--- src/rtl/simple_proc_pkg.sv ---
// Shared definitions for the simple processor and its instruction fetch unit.
// Contents:
//   DATA_W              instruction/data word width
//   field localparams   bit positions of opcode, X and Y within a word
//   opcode_e            processor opcodes (MV, MVI, ADD, SUB)
//   fetch_state_t       fetch unit FSM states
//   opcode_of()         extracts the opcode field from a word
package simple_proc_pkg;

   localparam int DATA_W  = 9;
   localparam int FIELD_W = 3;
   localparam int OPC_LSB = 0;
   localparam int X_LSB   = 3;
   localparam int Y_LSB   = 6;

   typedef enum logic [2:0] {
      OP_MV  = 3'b000,
      OP_MVI = 3'b001,
      OP_ADD = 3'b010,
      OP_SUB = 3'b011
   } opcode_e;

   typedef enum logic [2:0] {
      ST_IDLE  = 3'd0,
      ST_ISSUE = 3'd1,
      ST_IMM   = 3'd2,
      ST_WAIT  = 3'd3,
      ST_HALT  = 3'd4,
      ST_ERR   = 3'd5
   } fetch_state_t;

   function automatic logic [FIELD_W-1:0] opcode_of(input logic [DATA_W-1:0] word);
      return word[OPC_LSB +: FIELD_W];
   endfunction

endpackage

--- src/rtl/instr_fetch_unit_prog_ram.sv ---
// Program RAM for the instruction fetch unit.
// DEPTH x DATA_W words, synchronous write, asynchronous read. Contents are
// not reset.
// Ports:
//   clk_i    in  clock, rising edge
//   we_i     in  write strobe
//   waddr_i  in  write address
//   wdata_i  in  write data
//   raddr_i  in  read address
//   rdata_o  out read data (combinational from raddr_i)
module prog_ram #(
   parameter int DATA_W = 9,
   parameter int DEPTH  = 32,
   parameter int ADDR_W = $clog2(DEPTH)
) (
   input  logic              clk_i,
   input  logic              we_i,
   input  logic [ADDR_W-1:0] waddr_i,
   input  logic [DATA_W-1:0] wdata_i,
   input  logic [ADDR_W-1:0] raddr_i,
   output logic [DATA_W-1:0] rdata_o
);

   logic [DATA_W-1:0] mem_q [DEPTH];

   // Storage write port
   always_ff @(posedge clk_i) begin
      if (we_i) begin
         mem_q[waddr_i] <= wdata_i;
      end
   end

   assign rdata_o = mem_q[raddr_i];

endmodule

--- src/rtl/instr_fetch_unit.sv ---
// Instruction fetch unit: holds a loadable program RAM and feeds the
// processor one instruction at a time (plus the immediate word after mvi),
// pacing on Done.
// Optional feature macro: FETCH_TIMEOUT_EN (WAIT watchdog, drives err).
// Ports:
//   Clock      in  clock, rising edge
//   Resetn     in  asynchronous active-low reset
//   start      in  pulse: run program from address 0 (only when not busy)
//   prog_len   in  number of valid program words, sampled on start
//   prog_we    in  program RAM write strobe (dropped while busy)
//   prog_addr  in  program RAM write address
//   prog_data  in  program RAM write data
//   Done       in  processor instruction-complete flag
//   DIN        out word presented to the processor (registered)
//   Run        out one-cycle instruction-issue strobe (registered)
//   pc         out address of the next word to fetch
//   busy       out program executing (ISSUE/IMM/WAIT)
//   halted     out program ran to completion
//   err        out watchdog fired (0 without FETCH_TIMEOUT_EN)
module instr_fetch_unit #(
   parameter int DATA_W  = simple_proc_pkg::DATA_W,
   parameter int DEPTH   = 32,
   parameter int TIMEOUT = 64,
   parameter int ADDR_W  = $clog2(DEPTH)
) (
   input  logic              Clock,
   input  logic              Resetn,
   input  logic              start,
   input  logic [ADDR_W:0]   prog_len,
   input  logic              prog_we,
   input  logic [ADDR_W-1:0] prog_addr,
   input  logic [DATA_W-1:0] prog_data,
   input  logic              Done,
   output logic [DATA_W-1:0] DIN,
   output logic              Run,
   output logic [ADDR_W-1:0] pc,
   output logic              busy,
   output logic              halted,
   output logic              err
);
   import simple_proc_pkg::*;

   // The program counter carries one extra bit so that len==DEPTH can be
   // matched after the address part has wrapped.
   localparam int CNT_W = ADDR_W + 1;

   fetch_state_t      state_q, state_d;
   logic [CNT_W-1:0]  pc_q, pc_d;
   logic [CNT_W-1:0]  len_q, len_d;
   logic [DATA_W-1:0] din_q, din_d;
   logic              run_q, run_d;
   logic              busy_q, busy_d;
   logic              halted_q, halted_d;
   logic [DATA_W-1:0] rdata_s;

`ifdef FETCH_TIMEOUT_EN
   localparam int WD_W = $clog2(TIMEOUT + 1);
   logic [WD_W-1:0]   wd_q, wd_d;
   logic              err_q, err_d;
`endif

   // Reads are addressed with the next pc so DIN can be registered while
   // still showing mem[pc] during the ISSUE/IMM cycle itself.
   prog_ram #(
      .DATA_W (DATA_W),
      .DEPTH  (DEPTH),
      .ADDR_W (ADDR_W)
   ) u_prog_ram (
      .clk_i   (Clock),
      .we_i    (prog_we & ~busy_q),
      .waddr_i (prog_addr),
      .wdata_i (prog_data),
      .raddr_i (pc_d[ADDR_W-1:0]),
      .rdata_o (rdata_s)
   );

   // Next-state logic for the fetch FSM, pc, length and watchdog
   always_comb begin
      state_d = state_q;
      pc_d    = pc_q;
      len_d   = len_q;
`ifdef FETCH_TIMEOUT_EN
      wd_d    = wd_q;
`endif
      case (state_q)
         ST_IDLE, ST_HALT, ST_ERR: begin
            if (start) begin
               len_d = prog_len;
               pc_d  = '0;
               if (prog_len == CNT_W'(0)) begin
                  state_d = ST_HALT;
               end else begin
                  state_d = ST_ISSUE;
               end
            end else begin
               state_d = state_q;
            end
         end
         ST_ISSUE: begin
            pc_d = pc_q + CNT_W'(1);
`ifdef FETCH_TIMEOUT_EN
            wd_d = '0;
`endif
            // din_q holds the word being issued this cycle
            if (opcode_of(din_q) == OP_MVI) begin
               state_d = ST_IMM;
            end else begin
               state_d = ST_WAIT;
            end
         end
         ST_IMM: begin
            pc_d    = pc_q + CNT_W'(1);
            state_d = ST_WAIT;
`ifdef FETCH_TIMEOUT_EN
            wd_d    = '0;
`endif
         end
         ST_WAIT: begin
            if (Done) begin
               if (pc_q == len_q) begin
                  state_d = ST_HALT;
               end else begin
                  state_d = ST_ISSUE;
               end
            end else begin
`ifdef FETCH_TIMEOUT_EN
               if (wd_q == WD_W'(TIMEOUT - 1)) begin
                  state_d = ST_ERR;
               end else begin
                  wd_d = wd_q + WD_W'(1);
               end
`else
               state_d = ST_WAIT;
`endif
            end
         end
         default: begin
            state_d = ST_IDLE;
         end
      endcase
   end

   // Output register inputs, derived from the next state
   always_comb begin
      run_d    = (state_d == ST_ISSUE);
      busy_d   = (state_d == ST_ISSUE) || (state_d == ST_IMM) || (state_d == ST_WAIT);
      halted_d = (state_d == ST_HALT);
`ifdef FETCH_TIMEOUT_EN
      err_d    = (state_d == ST_ERR);
`endif
      if ((state_d == ST_ISSUE) || (state_d == ST_IMM)) begin
         din_d = rdata_s;
      end else begin
         din_d = din_q;
      end
   end

   // State, counters and output registers
   always_ff @(posedge Clock or negedge Resetn) begin
      if (!Resetn) begin
         state_q  <= ST_IDLE;
         pc_q     <= '0;
         len_q    <= '0;
         din_q    <= '0;
         run_q    <= 1'b0;
         busy_q   <= 1'b0;
         halted_q <= 1'b0;
`ifdef FETCH_TIMEOUT_EN
         wd_q     <= '0;
         err_q    <= 1'b0;
`endif
      end else begin
         state_q  <= state_d;
         pc_q     <= pc_d;
         len_q    <= len_d;
         din_q    <= din_d;
         run_q    <= run_d;
         busy_q   <= busy_d;
         halted_q <= halted_d;
`ifdef FETCH_TIMEOUT_EN
         wd_q     <= wd_d;
         err_q    <= err_d;
`endif
      end
   end

   assign DIN    = din_q;
   assign Run    = run_q;
   assign pc     = pc_q[ADDR_W-1:0];
   assign busy   = busy_q;
   assign halted = halted_q;
`ifdef FETCH_TIMEOUT_EN
   assign err    = err_q;
`else
   assign err    = 1'b0;
`endif

endmodule

--- config.mk ---
export PLATFORM = sky130hd
export DESIGN_NAME = instr_fetch_unit
export DESIGN_NICKNAME = d
export VERILOG_FILES = /design/src/rtl/simple_proc_pkg.sv /design/src/rtl/instr_fetch_unit_prog_ram.sv /design/src/rtl/instr_fetch_unit.sv
export SDC_FILE = /design/constraint.sdc
export NUM_CORES = 1
export LEC_CHECK = 0
export CAP_MARGIN = 20
export CORE_UTILIZATION = 45
export CTS_CLUSTER_SIZE = 20
export DETAILED_ROUTE_END_ITERATION = 8
export PLACE_DENSITY = 0.63
export SYNTH_ARGS = -nofsm -noshare
export SYNTH_HDL_FRONTEND = slang
export SYNTH_SLANG_ARGS = --single-unit
--- constraint.sdc ---
create_clock -name Clock -period 6.8 [get_ports Clock]
set_clock_uncertainty 0.2 [all_clocks]
set_input_delay 1.36 -clock Clock [delete_from_list [all_inputs] [get_ports Clock]]
set_output_delay 1.36 -clock Clock [all_outputs]
set_load 0.02 [all_outputs]
==> results.yml <==
status:
  outcome: "finished clean"
drt:
  drt_iter0_markers: 969
  drc_errors: 0
  routed_wl_mm: 34.8
  ant_nets: 0
  first_pass_iters: 5
  vias: 8259
  vias_per_cell: 5.94
  wl_per_cell_um: 25.0
power:
  p_leak_nw: 4.96
  irDropWorstVdd_mv: 0.349
  power_density_nw_per_um2: 466
  power.total_w: 0.00682
critical_path:
  end_kind: "register"
  cp.arrival_ns: 4.77
  crit_path_max_fanout: 24
  crit_required_ns: 7.02
  critPathLaunchType: "input pin"
  worstSetupPathType: "in -> reg"
floorplanning:
  rows: 61
  boundaryPins: 43
  dieArea_um2: 29400
  dieWidth_um: 171
  dieHeight_um: 171
  core_um2: 28000
  start_util_pct: 46.1
cts:
  root_buffer: "clkbuf_16"
  cts_inserted_buffers: 31
  post_cts_buffers: 0
  path_clk_slew_ns: 0.06
  clkLatencyLatePin_ns: 0.56
  hold_buffers: 0
  htreeDepth: 1
  clkSinkCount: 315
  cts_buffer_depth: 3
  tritoncts: "done"
  cts-resized-gates: 0
grt:
  grt_max_degree: 69
  grt_pass1_wl_mm: 51.3
  grt_overflow: 0
  grt_use_total_pct: 24.1
  grt_antenna_before_repair: 0
  grt_pass1_vias: 8047
yosys:
  async_reset_ff_share_pct: 8.57
  synth_seq_cells: 315
  ys.flop_type: "edfxtp_1"
  ys_types: 67
  avgSynthCellArea_um2: 13.6
  synth_fp_nets: 975
  synth_area_leaders: "edfxtp_1 67%, nand2_1 5.6%, dfrtp_1 5.2%"
  synth_warnings: 0
  synth_edf_count: 288
  postSynthCellCount: 949
  netlist.area_leader.share_pct: 66.9
  synth_area_um2: 12900
  synth_largest_area_cell: "edfxtp_1"
  yosysSeqAreaShare_pct: 72.1
timing:
  drv_slew: 0
  worstMarginPinSlew_ns: 1.13
  period_minus_slack_ns: 4.55
  clock.fmax_mhz: 220
  fin_crit_sh_pct: 66.9
  relSlewSlack_pct: 24.5
  hold_viol: 0
  tns_ns: 0
  rsz0062_at_grt: "false"
  setup_viol: 0
placement:
  io_buffer_count: 41
  dp_hpwl_mm: 21.7
  globalplace.congestion: 0.907
cells_and_area:
  insertedDiodeCount: 0
  fillers: 2358
  nNetsFinal: 1015
  utilization_pct: 52.2
  drive_gt1_share_pct: 9.38
  area_growth_pct: 13.2
job:
  max_cap_violations: 0
worst_hold_path:
  worst_hold_path_type: "reg -> reg"
metal layers:
metal / track usage, % / wire length [um] / up-vias / part of all wire, %
met2: 37.6 / 15800 / 454 / 45
met3: 5.36 / 3350 / 62 / 9.6
li1: - / - / 3644 / -
met4: 8.19 / 1050 / 0 / 3.0
met5: 0 / 0 / - / 0
met1: 33.5 / 14600 / 4099 / 42
stage by stage:
stage               setup slack (ns)  cell area [um^2]  hold slack [ns]  instances
floorplan                       3.42             12900            0.302        949
global placement                1.73             13700            0.311       1332
detailed placement              1.70             13700            0.321       1332
CTS                             2.27             14600            0.336       1389
global route                    2.01             14600            0.351       1391
finish                          2.25             14600            0.331       1391
final cells by class:
cell class,count,area [um^2],area share (%)
tap,378,473,3.23
clock buffer,39,806,5.51
clock inverter,18,140,0.958
inverter,9,38.8,0.265
multi-input combinational,567,3240,22.1
timing repair buffer,65,611,4.17
sequential,315,9320,63.7
cells by family (layout without fill, tap and decap cells):
kind of cell | Yosys count | after routing | synth area share [%]
compound gates | 118 | 118 | 6.96
simple gates | 388 | 388 | 13.3
flops | 315 | 315 | 72.1
other cells | 1 | 1 | 0.0290
mux | 51 | 51 | 4.08
buf+inv | 67 | 131 | 2.83
fa+ha+maj | 1 | 1 | 0.0968
xor+xnor | 8 | 8 | 0.600
registers in the layout, indices dropped and copies added, names as in the netlist:
| signal | cells |
|---|---|
| halted | 1 |
| pc_q | 6 |
| Run | 1 |
| u_prog_ram.mem_q | 288 |
| len_q | 6 |
| DIN | 9 |
| state_q | 3 |
| busy | 1 |
synth_stat cells, types with 3 or more instances:
cell,count
nand3b_1,3
a21oi_1,15
a31o_2,4
mux2_2,11
edfxtp_1,288
and2_1,4
nand2b_1,3
dfrtp_1,27
buf_4,12
o32ai_1,4
and3_1,20
buf_1,5
a221o_1,3
xnor2_1,6
nor4_1,5
a22oi_1,5
a221oi_1,4
nor3_1,8
a31oi_1,20
nor2_1,66
nand2_1,194
o2bb2ai_1,3
a211oi_1,8
inv_1,6
clkbuf_1,9
a21boi_0,4
nand4_1,9
nand3_1,61
or3_1,3
o22ai_1,6
buf_6,4
a311oi_1,10
nor3b_1,3
nor2_2,3
buf_2,28
mux2i_1,38
a32oi_1,8
cells in the final DEF (no fill, tap or decap), types with 10 or more instances in the layout:
cell type and instances:
nor2_1 66, clkdlybuf4s50_1 41, buf_4 21, a311oi_1 10, edfxtp_1 288, mux2i_1 38, mux2_2 11, a21oi_1 15
clkbuf_16 31, nand2_1 194, a31oi_1 20, dfrtp_1 27, nand3_1 60, and3_1 20
path summary, 6_finish.rpt:
check | from | end | slack [ns] | depth (start not counted)
setup / recovery | start | DIN[7] | 2.25 | 11
hold / removal | len_q[5] | len_q[5] | 0.33 | 1
setup reg to reg | state_q[1] | DIN[0] | 2.94 | 10
hold reg to reg | len_q[5] | len_q[5] | 0.33 | 1
max in group asynchronous | Resetn | DIN[3] | 5.08 | 2
min in group asynchronous | Resetn | len_q[1] | 1.00 | 2
critical path, cell delays in order:
cell and delay (ns):
clkdlybuf4s50_1 0.58, nand2b_1 0.20, nand2_1 0.11, mux2_2 0.54, inv_4 0.27, buf_4 0.30
nor2_2 0.52, a32oi_1 0.23, and3_1 0.25, o32ai_1 0.31, a21oi_1 0.07
report_power, final:
group	switching, W	leakage [nW]	total (W)	internal (W)
sequential	0.000102	2.91	0.00229	0.00219
clock	0.000711	0.457	0.00162	0.000910
combinational	0.00195	1.59	0.00290	0.000955
(Power assumes the default switching activity.)
